$ cat src/rtl/pc_sequencer_if.sv
// -----------------------------------------------------------------------------
// pc_sequencer_if
// Bus between the fetch/commit sequencer and the KGP-RISC datapath/control unit.
//
// Signals:
//   run            start request (sampled by the sequencer only while idle)
//   opcode         instr[31:27] from the datapath
//   nextInstrAddr  next PC computed by the datapath
//   memRead        control-unit memory-read flag for the current instruction
//   regWriteIn     control-unit register write request (ungated)
//   memWriteIn     control-unit memory write request (ungated)
//   instrAddr      PC driven to the instruction memory
//   regWrite       gated register write enable
//   memWrite       gated memory write enable
//   commit         one-cycle retirement strobe
//   halted         machine stopped on the halt opcode
//   instrCount     retired instruction count
//   cycleCount     active cycle count
//
// Modports: master = sequencer side, slave = datapath/control side.
// -----------------------------------------------------------------------------
interface pc_sequencer_if;
    logic        run;
    logic [4:0]  opcode;
    logic [31:0] nextInstrAddr;
    logic        memRead;
    logic        regWriteIn;
    logic        memWriteIn;
    logic [31:0] instrAddr;
    logic        regWrite;
    logic        memWrite;
    logic        commit;
    logic        halted;
    logic [31:0] instrCount;
    logic [31:0] cycleCount;

    modport master (
        input  run, opcode, nextInstrAddr, memRead, regWriteIn, memWriteIn,
        output instrAddr, regWrite, memWrite, commit, halted, instrCount, cycleCount
    );

    modport slave (
        output run, opcode, nextInstrAddr, memRead, regWriteIn, memWriteIn,
        input  instrAddr, regWrite, memWrite, commit, halted, instrCount, cycleCount
    );
endinterface

$ cat src/rtl/pc_sequencer.sv
// -----------------------------------------------------------------------------
// pc_sequencer
// Multi-cycle fetch/commit sequencer sitting directly upstream of the KGP-RISC
// datapath. Owns the PC, steps each instruction through FETCH, EXEC, an
// optional data-memory wait and COMMIT, and gates the control unit's write
// enables so architectural state only changes in the commit cycle. Stops on
// the halt opcode and keeps saturating retired-instruction / active-cycle
// counters.
//
// Ports:
//   clk  system clock, all state updates on posedge
//   rst  synchronous, active-high reset (priority over everything)
//   bus  pc_sequencer_if.master (control inputs in, PC/enables/counters out)
// -----------------------------------------------------------------------------
module pc_sequencer #(
    parameter logic [31:0] RESET_PC    = 32'd0,
    parameter logic [4:0]  HALT_OPCODE = 5'b11111,
    parameter int unsigned MEM_WAIT    = 1          // 0..7
) (
    input  logic            clk,
    input  logic            rst,
    pc_sequencer_if.master  bus
);

    typedef enum logic [2:0] {
        S_IDLE,
        S_FETCH,
        S_EXEC,
        S_MEMWAIT,
        S_COMMIT,
        S_HALT
    } state_t;

    // Counter reload value; MEMWAIT lasts (WAIT_LOAD + 1) = MEM_WAIT cycles.
    localparam logic [2:0] WAIT_LOAD = (MEM_WAIT > 0) ? 3'(MEM_WAIT - 1) : 3'd0;
    localparam logic [31:0] CNT_MAX  = 32'hFFFF_FFFF;

    state_t      state_q,       state_d;
    logic [2:0]  wait_q,        wait_d;
    logic [31:0] pc_q,          pc_d;
    logic [31:0] instr_count_q, instr_count_d;
    logic [31:0] cycle_count_q, cycle_count_d;

    logic in_commit;
    logic active;

    assign in_commit = (state_q == S_COMMIT);
    assign active    = (state_q == S_FETCH)   || (state_q == S_EXEC) ||
                       (state_q == S_MEMWAIT) || (state_q == S_COMMIT);

    // Write enables are purely combinational from state so the datapath sees
    // them only during the commit cycle.
    assign bus.regWrite   = in_commit & bus.regWriteIn;
    assign bus.memWrite   = in_commit & bus.memWriteIn;
    assign bus.commit     = in_commit;
    assign bus.halted     = (state_q == S_HALT);
    assign bus.instrAddr  = pc_q;
    assign bus.instrCount = instr_count_q;
    assign bus.cycleCount = cycle_count_q;

    always_comb begin
        // NOTE: every variable gets a default before the case so no path
        // leaves one unassigned, which would otherwise infer a latch.
        state_d       = state_q;
        wait_d        = wait_q;
        pc_d          = pc_q;
        instr_count_d = instr_count_q;
        cycle_count_d = cycle_count_q;

        if (active && (cycle_count_q != CNT_MAX)) begin
            cycle_count_d = cycle_count_q + 32'd1;
        end

        case (state_q)
            S_IDLE: begin
                if (bus.run) begin
                    state_d = S_FETCH;
                end
            end
            // One cycle to cover the instruction BRAM read latency.
            S_FETCH: state_d = S_EXEC;
            S_EXEC: begin
                if (bus.opcode == HALT_OPCODE) begin
                    state_d = S_HALT;
                end else if (bus.memRead && (MEM_WAIT > 0)) begin
                    wait_d  = WAIT_LOAD;
                    state_d = S_MEMWAIT;
                end else begin
                    state_d = S_COMMIT;
                end
            end
            S_MEMWAIT: begin
                if (wait_q == 3'd0) begin
                    state_d = S_COMMIT;
                end else begin
                    wait_d = wait_q - 3'd1;
                end
            end
            S_COMMIT: begin
                // Retirement: the only place the PC moves apart from reset.
                pc_d    = bus.nextInstrAddr;
                state_d = S_FETCH;
                if (instr_count_q != CNT_MAX) begin
                    instr_count_d = instr_count_q + 32'd1;
                end
            end
            S_HALT:  state_d = S_HALT;
            default: state_d = S_IDLE;
        endcase
    end

    // NOTE: sequential state uses non-blocking assignments so every register
    // samples the pre-edge values regardless of statement order.
    always_ff @(posedge clk) begin
        // NOTE: reset is synchronous and reaches every register here; there
        // is no memory array, so nothing is left out of reset.
        if (rst) begin
            state_q       <= S_IDLE;
            wait_q        <= 3'd0;
            pc_q          <= RESET_PC;
            instr_count_q <= 32'd0;
            cycle_count_q <= 32'd0;
        end else begin
            state_q       <= state_d;
            wait_q        <= wait_d;
            pc_q          <= pc_d;
            instr_count_q <= instr_count_d;
            cycle_count_q <= cycle_count_d;
        end
    end

endmodule

$ cat src/flat_wrapper.sv
// flat-port wrapper written by rule: the top's interface ports become plain ports
module pc_sequencer_flat 
#(
    parameter logic [31:0] RESET_PC    = 32'd0,
    parameter logic [4:0]  HALT_OPCODE = 5'b11111,
    parameter int unsigned MEM_WAIT    = 1                 
)
  (clk, rst, bus_run, bus_opcode, bus_nextInstrAddr, bus_memRead, bus_regWriteIn, bus_memWriteIn, bus_instrAddr, bus_regWrite, bus_memWrite, bus_commit, bus_halted, bus_instrCount, bus_cycleCount);
  pc_sequencer_if bus_i ();
  input  logic clk;
  input  logic rst;
  input wire logic [$bits(bus_i.run)-1:0] bus_run;
  input wire logic [$bits(bus_i.opcode)-1:0] bus_opcode;
  input wire logic [$bits(bus_i.nextInstrAddr)-1:0] bus_nextInstrAddr;
  input wire logic [$bits(bus_i.memRead)-1:0] bus_memRead;
  input wire logic [$bits(bus_i.regWriteIn)-1:0] bus_regWriteIn;
  input wire logic [$bits(bus_i.memWriteIn)-1:0] bus_memWriteIn;
  output wire logic [$bits(bus_i.instrAddr)-1:0] bus_instrAddr;
  output wire logic [$bits(bus_i.regWrite)-1:0] bus_regWrite;
  output wire logic [$bits(bus_i.memWrite)-1:0] bus_memWrite;
  output wire logic [$bits(bus_i.commit)-1:0] bus_commit;
  output wire logic [$bits(bus_i.halted)-1:0] bus_halted;
  output wire logic [$bits(bus_i.instrCount)-1:0] bus_instrCount;
  output wire logic [$bits(bus_i.cycleCount)-1:0] bus_cycleCount;
  assign bus_i.run = bus_run;
  assign bus_i.opcode = bus_opcode;
  assign bus_i.nextInstrAddr = bus_nextInstrAddr;
  assign bus_i.memRead = bus_memRead;
  assign bus_i.regWriteIn = bus_regWriteIn;
  assign bus_i.memWriteIn = bus_memWriteIn;
  assign bus_instrAddr = bus_i.instrAddr;
  assign bus_regWrite = bus_i.regWrite;
  assign bus_memWrite = bus_i.memWrite;
  assign bus_commit = bus_i.commit;
  assign bus_halted = bus_i.halted;
  assign bus_instrCount = bus_i.instrCount;
  assign bus_cycleCount = bus_i.cycleCount;
  pc_sequencer #(.RESET_PC(RESET_PC), .HALT_OPCODE(HALT_OPCODE), .MEM_WAIT(MEM_WAIT)) u_core (.clk(clk), .rst(rst), .bus(bus_i));
endmodule
$ cat config.mk
export PLATFORM = sky130hd
export DESIGN_NAME = pc_sequencer_flat
export DESIGN_NICKNAME = d
export VERILOG_FILES = /design/src/rtl/pc_sequencer_if.sv /design/src/rtl/pc_sequencer.sv /design/src/flat_wrapper.sv
export SDC_FILE = /design/constraint.sdc
export NUM_CORES = 1
export LEC_CHECK = 0
export CORE_MARGIN = 5
export CORE_UTILIZATION = 40
export DETAILED_ROUTE_END_ITERATION = 6
export PLACE_DENSITY = 0.7
export SLEW_MARGIN = 5
export SYNTH_ARGS = -nofsm -noshare
export SYNTH_HDL_FRONTEND = slang
export SYNTH_SLANG_ARGS = --single-unit
$ cat constraint.sdc
create_clock -name clk -period 5.7 [get_ports clk]
set_clock_uncertainty 0.15 [all_clocks]
set_input_delay 1.14 -clock clk [delete_from_list [all_inputs] [get_ports clk]]
set_output_delay 1.14 -clock clk [all_outputs]
set_load 0.01 [all_outputs]
### Word level (Yosys, flattened, before mapping)

Index checks and enable logic that the tools add are counted.

* add/subtract/negate cells: 3
* equality and inequality tests: 13
* muxes and demuxes: 9
* bitwise gates (word level): 2
* reductions and logical operators: 10

Operators by type and width (number)
* $add 32x1->32 const B: 2
* $ne 32x32->1 const B: 2
* $mux 3: 7
* $pmux 3 s6: 1
* $ne 2x2->1 const B: 5
* $eq 3x2->1 const B: 2
* $eq 3x3->1 const B: 2
* $logic_not 3->1: 2
* $pmux 3 s2: 1
* $eq 5x5->1 const B: 1
* $reduce_and 2->1: 2
* $reduce_and 4->1: 1
* $eq 3x1->1 const B: 1
* $logic_or 1x1->1: 3
* $sub 3x1->3 const B: 1
* $and 1x1->1: 2
* $reduce_bool 2->1: 1
* $logic_and 1x1->1: 1

* register bits after elaboration: 102
* input port bits: 43
* output and inout port bits: 100
* logic and storage cells: 42

### Logic depth before layout (Yosys ltp)

Gate-level depths: netlist of run 1.

* depth in word-level cells: 5
* gate-level depth with buffers: 8

### Worst setup path before layout of run 1

OpenSTA, ideal clock, no wires.

* path kind: register -> output
* from: register u_core.state_q[2]
* to: output port bus_memWrite
* data arrival time: 1783 ps
* data required time: 4410 ps
* path slack: 2627 ps
* stages on the path, launching flop included: 7
* path buffers: 3
* cells stage by stage: dfxtp_1 > or3b_1 > buf_2 > inv_2 > clkbuf_1 > clkbuf_1 > and2_1

* longest elaborated chain between the ends: 2

Ends and longest elaborated chain
* from (decl): line pc_sequencer.sv:38 `state_t state_q, state_d;`
* from (signal assigned): line pc_sequencer.sv:124 `state_q <= state_d;`
* $eq 3x3->1: line pc_sequencer.sv:47 `assign in_commit = (state_q == S_COMMIT);`
* named net bus_commit: line flat_wrapper.sv:21 `output wire logic [$bits(bus_i.commit)-1:0] bus_commit;`
* $and 1x1->1: line pc_sequencer.sv:54 `assign bus.memWrite = in_commit & bus.memWriteIn;`
* to (decl): line flat_wrapper.sv:20 `output wire logic [$bits(bus_i.memWrite)-1:0] bus_memWrite;`

The timed path passes the listed nets, and every way through them passes these cells.

### Worst setup path in the final report of run 1

* from: register u_core.state_q[2]
* to: output port bus_memWrite

* longest elaborated chain between the ends: 2

Ends and longest elaborated chain (line)
* $eq 3x3->1: pc_sequencer.sv:47
* $and 1x1->1: pc_sequencer.sv:54

No other way between the ends.

==> results.md, run 1 <==
- Avg Inst Size Synth: 8.04 um2
- P_sw: ~0.33 mW
- Crit-path slowest cell: inv_2
- Int Pwr: roughly 1.1 mW
- Required @ worst endpoint: 4.41 ns
- # resized after CTS: 0
- Max IR drop VDD: ~0.21 mV
- Main flop type after synthesis: dfxtp_1
- Initial DRC count: about 340
- Num Clock Sinks: 102
- GRT Total Usage: 18.2%
- Number of fill cells: approximately 1100
- Largest cells by area after synthesis: dfxtp_1 (43%), a21oi_1 (7.9%), nand2_1 (7.3%), or3_1 (3.7%), or4_1 (3.5%)
- Worst slew pin tran: roughly 0.9 ns
- Comb pwr share: 8.8%
- Synth top area share: 43.1%
- Reg power frac: about half
- Inst Count DP: 847
- Critical Path Fanout Max: 43
- Most frequent cell after synthesis: dfxtp_1
- Crit-path cells: or3b_1, inv_2, and2_1, clkdlybuf4s50_1
- Initial Utilization: between 40 and 50%
- Pleak: 2.02 nW
- Post-DP Area: approximately 6200 um2
- CTS root buf: clkbuf_16
- CTS Buf Count: 9
- Non-Filler Instances: 861
- CTS Buffer Depth: 2
- Final layout net count: 762
- Setup TNS: 0 ns
- Sw Ratio: 22.8%
- Antenna diodes: 0
- Max_cap viols: 0
- Area leader, netlist: dfxtp_1
- Async SR Flop Fraction: 0%
- Global placement routability congestion: about 0.77
- H-tree levels: 3
- Initial antenna violation count: 0
- Largest net degree at the start of global routing: 85
- DP Wirelength: 9400 um
- Fin area: roughly 6500 um2
- # hold bufs at CTS: 0
- #FFs+latches synth: approximately 100
- # IOs: 143
- Mapped Nets: roughly 640
- WP data arrival: about 2.5 ns
- Worst path max stage delay: 0.54 ns
- Clock Power Share: approximately 40%
- Mapped Cells: 589
- Crit. End Element: output pin
- Overall power: ~1.4 mW
- Post-synthesis cell area: ~4700 um2
- RSZ-0062 raised after global routing: no
- Setup violators final: 0
- CTS tree: built
- WL/cell: between 15 and 20 um
- HP Class: reg -> reg
- Seq/Total Area, Yosys: a little over two fifths
- DR vias/cell: ~5.6
- Die Wd: about 120 um
- Post-CTS Setup Inserts: 0
- Wirelength, routed: roughly 13000 um
- Distinct cell type count after synthesis: 52
- TritonRoute pass-1 iters: 5
- Number of global-route vias before repair: 4599
- Fmax achieved: between 200 and 300 MHz
- Overflow left after global routing: 0
- Tcrit/Tclk final: 66.5%
- Count of pins over their slew limit: 0
- Core outline area: between 10000 and 15000 um2
- First-pass GRT wire length: between 20000 and 25000 um
- # rows: 39
- Chip Height: about 120 um
- Drc violations: 0
- Vias post-DR: between 4000 and 5000
- Worst-path clk slew: ~0.060 ns
- Port bufs: about 140
- CP Class: reg -> out
- Power density cells: 221 nW/um2
- Routed Antenna Nets: 0
- Synth top cells by count: dfxtp_1 (102), nand2_1 (92), a21oi_1 (75)
- Die Area: ~14000 um2
- Area growth, synth to finish: 37.6%
- Slew headroom: about two fifths
- Outcome: complete, no violations
- Share of layout cells above drive strength 1: about 4.7%
- Post-layout min period: ~3.8 ns
- CP Launch Type: flop
- Post-synth EDFFs: 0
- Syn. warnings: 0
- Worst-skew pair later-pin latency: 0.34 ns
- Final Hold Vio Count: 0
- Final Util: a little under three fifths
==> kinds of logic (layout without fill, tap and decap cells) <==
family / count (synthesis) / count (layout) / synth area share (%)
buffers and inverters: 47 / 176 / 3.81
adder cells (fa/ha/maj): 4 / 4 / 1.06
flip-flops: 102 / 102 / 43.1
multiplexers: 11 / 11 / 2.56
AO/OA/AOI/OAI: 142 / 142 / 17.4
AND/OR/NAND/NOR: 273 / 273 / 30.1
XOR/XNOR: 10 / 10 / 1.85
==> final cells by class <==
cell class / instances / area [um2] / area share (%)
clock inverters: 1 / 5.00 / 0.0768
repair buffers: 145 / 1440 / 22.1
inverters: 17 / 63.8 / 0.980
flip-flops and latches: 102 / 2040 / 31.4
well taps: 143 / 179 / 2.75
multi-input cells: 440 / 2510 / 38.6
clock buffers: 13 / 270 / 4.15
==> sequential cells by signal (all words and copies together) (netlist names) <==
name / count
u_core.state_q: 3
u_core.bus.cycleCount: 32
u_core.wait_q: 3
u_core.bus.instrCount: 32
u_core.bus.instrAddr: 32
==> path summary, 6_finish.rpt <==
path / start / to / slack, ns / cells past startpoint
max: u_core.state_q[2] / bus_memWrite / 1.91 / 4
min: u_core.bus.instrAddr[16] / u_core.bus.instrAddr[16] / 0.30 / 2
max reg2reg: u_core.state_q[2] / u_core.bus.instrCount[21] / 2.72 / 6
min reg2reg: u_core.bus.instrAddr[16] / u_core.bus.instrAddr[16] / 0.30 / 2
==> stage by stage <==
| stage | setup slack, ns | hold WS (ns) |
|---|---|---|
| final | 1.91 | 0.304 |
| after global routing | 1.74 | 0.329 |
| after CTS | 1.89 | 0.307 |
| after detailed placement | 2.17 | 0.298 |
| after global placement | 2.17 | 0.292 |
| after floorplan | 2.63 | 0.321 |
==> layout by cell type (no fill, tap or decap), types with 4 or more instances in the layout <==
master           count
o31ai_1             19
buf_4                4
nor3_1               4
or3_1               28
inv_1               16
nand4_1             17
nor2_1              34
dfxtp_1            102
nand2_1             92
and4_1               5
xnor2_1              7
and2_1               4
o21ai_0             27
nand3_1             24
clkbuf_16            9
a21oi_1             75
nor4_1              14
mux2_2               9
clkdlybuf4s50_1    141
and3_1               5
ha_1                 4
or4_1               22
nor2b_1             11
==> power groups by stage <==
stage	clock (mW)	combinational, mW	sequential [mW]
floorplan	0	0.0592	0.755
global route	0.633	0.139	0.739
detailed placement	0	0.127	0.753
CTS	0.599	0.127	0.736
finish	0.579	0.126	0.736
global placement	0	0.124	0.752
==> per-layer routing <==
metal / wire length (um) / GRT usage, % / vias up
met5: 0 / 0 / -
met4: 172 / 5.58 / 0
met3: 574 / 5.16 / 14
met2: 6700 / 32.2 / 116
met1: 5630 / 21.4 / 2291
li1: - / - / 2393
==> worst max-delay path: cells and delay by family, from the launching register on <==
| family | cells | cell delay (ns) |
|---|---|---|
| flops | 1 | 0.44 |
| simple gates | 2 | 0.63 |
| buf+inv | 2 | 1.07 |
No activity file was read; power rests on OpenSTA's default activity.
==> run 2, diff against run 1 <==
==> constraint.sdc (replaced) <==
create_clock -name clk -period 3.5 [get_ports clk]
set_clock_uncertainty 0.15 [all_clocks]
set_input_delay 0.7 -clock clk [delete_from_list [all_inputs] [get_ports clk]]
set_output_delay 0.7 -clock clk [all_outputs]
set_load 0.01 [all_outputs]
==> run 2 against run 1 <==
Compared with the run above: final cell count increased by 0.46%; largest power group is now clock; combinational power increased by 66%; critical path depth unchanged; core utilization increased by 1.1 points; die area unchanged; wire length increased by 1.6%; flip-flop and latch count unchanged.
==> results.md, run 2 (synthesis gave the netlist of run 1 again) <==
- Overflow left after global routing: 0
- Reg power frac: between 40% and 50%
- Initial Utilization: about 41%
- First-pass GRT wire length: about 22000 um
- Comb pwr share: around 8%
- Wirelength, routed: roughly 13000 um
- Worst Path Buf+Inv: 2
- Antenna diodes: 0
- Pleak: 2.08 nW
- Int Pwr: 2.09 mW
- Max IR drop VDD: about 0.21 mV
- Global placement routability congestion: just under 0.8
- Most frequent cells in the layout: clkdlybuf4s50_1 (141), dfxtp_1 (102), nand2_1 (92)
- Setup TNS: 0 ns
- CTS root buf: clkbuf_16
- Number of fill cells: about 1100
- # rows: 39
- Fmax achieved: between 300 and 400 MHz
- Final Hold Vio Count: 0
- Drc violations: 0
- Post-CTS Setup Inserts: 0
- CP Class: reg -> out
- Initial DRC count: 290
- Sw Ratio: between 20 and 25%
- Power density cells: around 400 nW/um2
- HP Class: reg -> reg
- Tcrit/Tclk final: 91.4%
- # hold bufs at CTS: 0
- WL/cell: about 15 um
- Vias post-DR: between 4000 and 5000
- Hold_ws: 0.307 ns
- Routed Antenna Nets: 0
- Crit-path leading delay family: buffers and inverters
- Initial antenna violation count: 0
- P_sw: about 0.57 mW
- Port bufs: roughly 140
- H-tree levels: 3
- GRT Total Usage: 18.9%
- Max_cap viols: 0
- Worst slew pin tran: just over 0.8 ns
- Outcome: complete, no violations
- Required @ worst endpoint: about 2.7 ns
- Crit-path cells: or3b_1, inv_2, and2_1, clkdlybuf4s50_1
- Num Clock Sinks: just over 100
- Chip Height: around 120 um
- CTS tree: built
- Critical Path Fanout Max: 12
- Final layout net count: around 760
- Area growth, synth to finish: 40.2%
- Post-layout min period: 3.20 ns
- Non-Filler Instances: a little under 900
- WP data arrival: 2.35 ns
- # resized after CTS: 0
- Crit-path slowest cell: or3b_1
- DP Wirelength: approximately 9600 um
- Worst-path clk slew: around 0.070 ns
- CP Launch Type: flop
- Overall power: ~2.7 mW
- Die Wd: roughly 120 um
- Post-DP Area: around 6300 um2
- CTS Buf Count: 9
- CTS Buffer Depth: 2
- RSZ-0062 raised after global routing: no
- Fin area: approximately 6600 um2
- # IOs: 143
- TritonRoute pass-1 iters: 6
- Die Area: approximately 14000 um2
- Worst-skew pair later-pin latency: around 0.35 ns
- Crit. End Element: output pin
- Largest net degree at the start of global routing: ~80
- Core outline area: 11500 um2
- Slew headroom: between 40% and 50%
- Number of global-route vias before repair: 4578
- Share of layout cells above drive strength 1: between 5 and 6%
- Inst Count DP: 849
- Count of pins over their slew limit: 0
- Setup violators final: 0
- Worst path max stage delay: approximately 0.56 ns
- Commonest non-fill, non-tap cell in the layout: clkdlybuf4s50_1
- DR vias/cell: ~5.5
- Clock Power Share: roughly 47%
-- run 2: cell count changes in the layout (fill, tap and decap cells not counted), sizes merged --
cell	change
bufinv	+4
buf	+2
clkbuf	-2
-- run 2: layout make-up --
type | instances | area, um2 | share of cell area (%)
multi-input cells | 440 | 2510 | 37.9
flip-flops and latches | 102 | 2040 | 30.8
repair buffers | 147 | 1460 | 22.0
clock buffers | 11 | 253 | 3.81
well taps | 143 | 179 | 2.70
clock inverters | 5 | 129 | 1.94
inverters | 17 | 63.8 | 0.962
-- run 2: per-layer routing --
metal  track usage [%]  up-vias  share of wire [%]
li1                  -     2402                  -
met1              23.7     2240                 43
met3              3.72       19                4.7
met2              31.8      128                 50
met4              7.53        0                2.0
met5                 0        -                  0
-- run 2: final timing paths --
check / start / to / slack (ns) / cells after the start
hold reg to reg: u_core.bus.instrAddr[1] / u_core.bus.instrAddr[1] / 0.31 / 2
setup / recovery: u_core.state_q[2] / bus_memWrite / 0.30 / 4
hold / removal: u_core.bus.instrAddr[1] / u_core.bus.instrAddr[1] / 0.31 / 2
setup reg to reg: u_core.state_q[2] / u_core.bus.instrCount[21] / 0.75 / 6
-- run 2: power groups by stage --
stage / clock network, mW / registers, mW / logic (mW)
2_1_floorplan: 0 / 1.23 / 0.0964
3_3_place_gp: 0 / 1.22 / 0.204
3_5_place_dp: 0 / 1.23 / 0.209
4_1_cts: 1.29 / 1.20 / 0.210
5_1_grt: 1.34 / 1.20 / 0.229
6_report: 1.26 / 1.20 / 0.209
-- run 2: tightest hold or removal path: stages, from the launching register on --
cell and delay (ns):
dfxtp_1 0.31, nand2_1 0.05, a21oi_1 0.05
-- run 2: per-stage QoR --
| stage | worst slack (ns) | util, % |
|---|---|---|
| after floorplan | 0.867 | - |
| after global placement | 0.773 | 54.3 |
| after detailed placement | 0.699 | 54.3 |
| after CTS | 0.309 | 57.6 |
| after global routing | 0.180 | 57.6 |
| final | 0.299 | 57.6 |
==> run 3, diff against run 2 <==
--- a/config.mk
+++ b/config.mk
@@ -8,6 +8,7 @@
 export CORE_MARGIN = 5
 export CORE_UTILIZATION = 40
 export DETAILED_ROUTE_END_ITERATION = 6
+export GPL_TIMING_DRIVEN = 1
 export PLACE_DENSITY = 0.7
 export SLEW_MARGIN = 5
 export SYNTH_ARGS = -nofsm -noshare
==> results of run 3 <==
No change in the layout: final DEF, timing and power equal those of run 2.
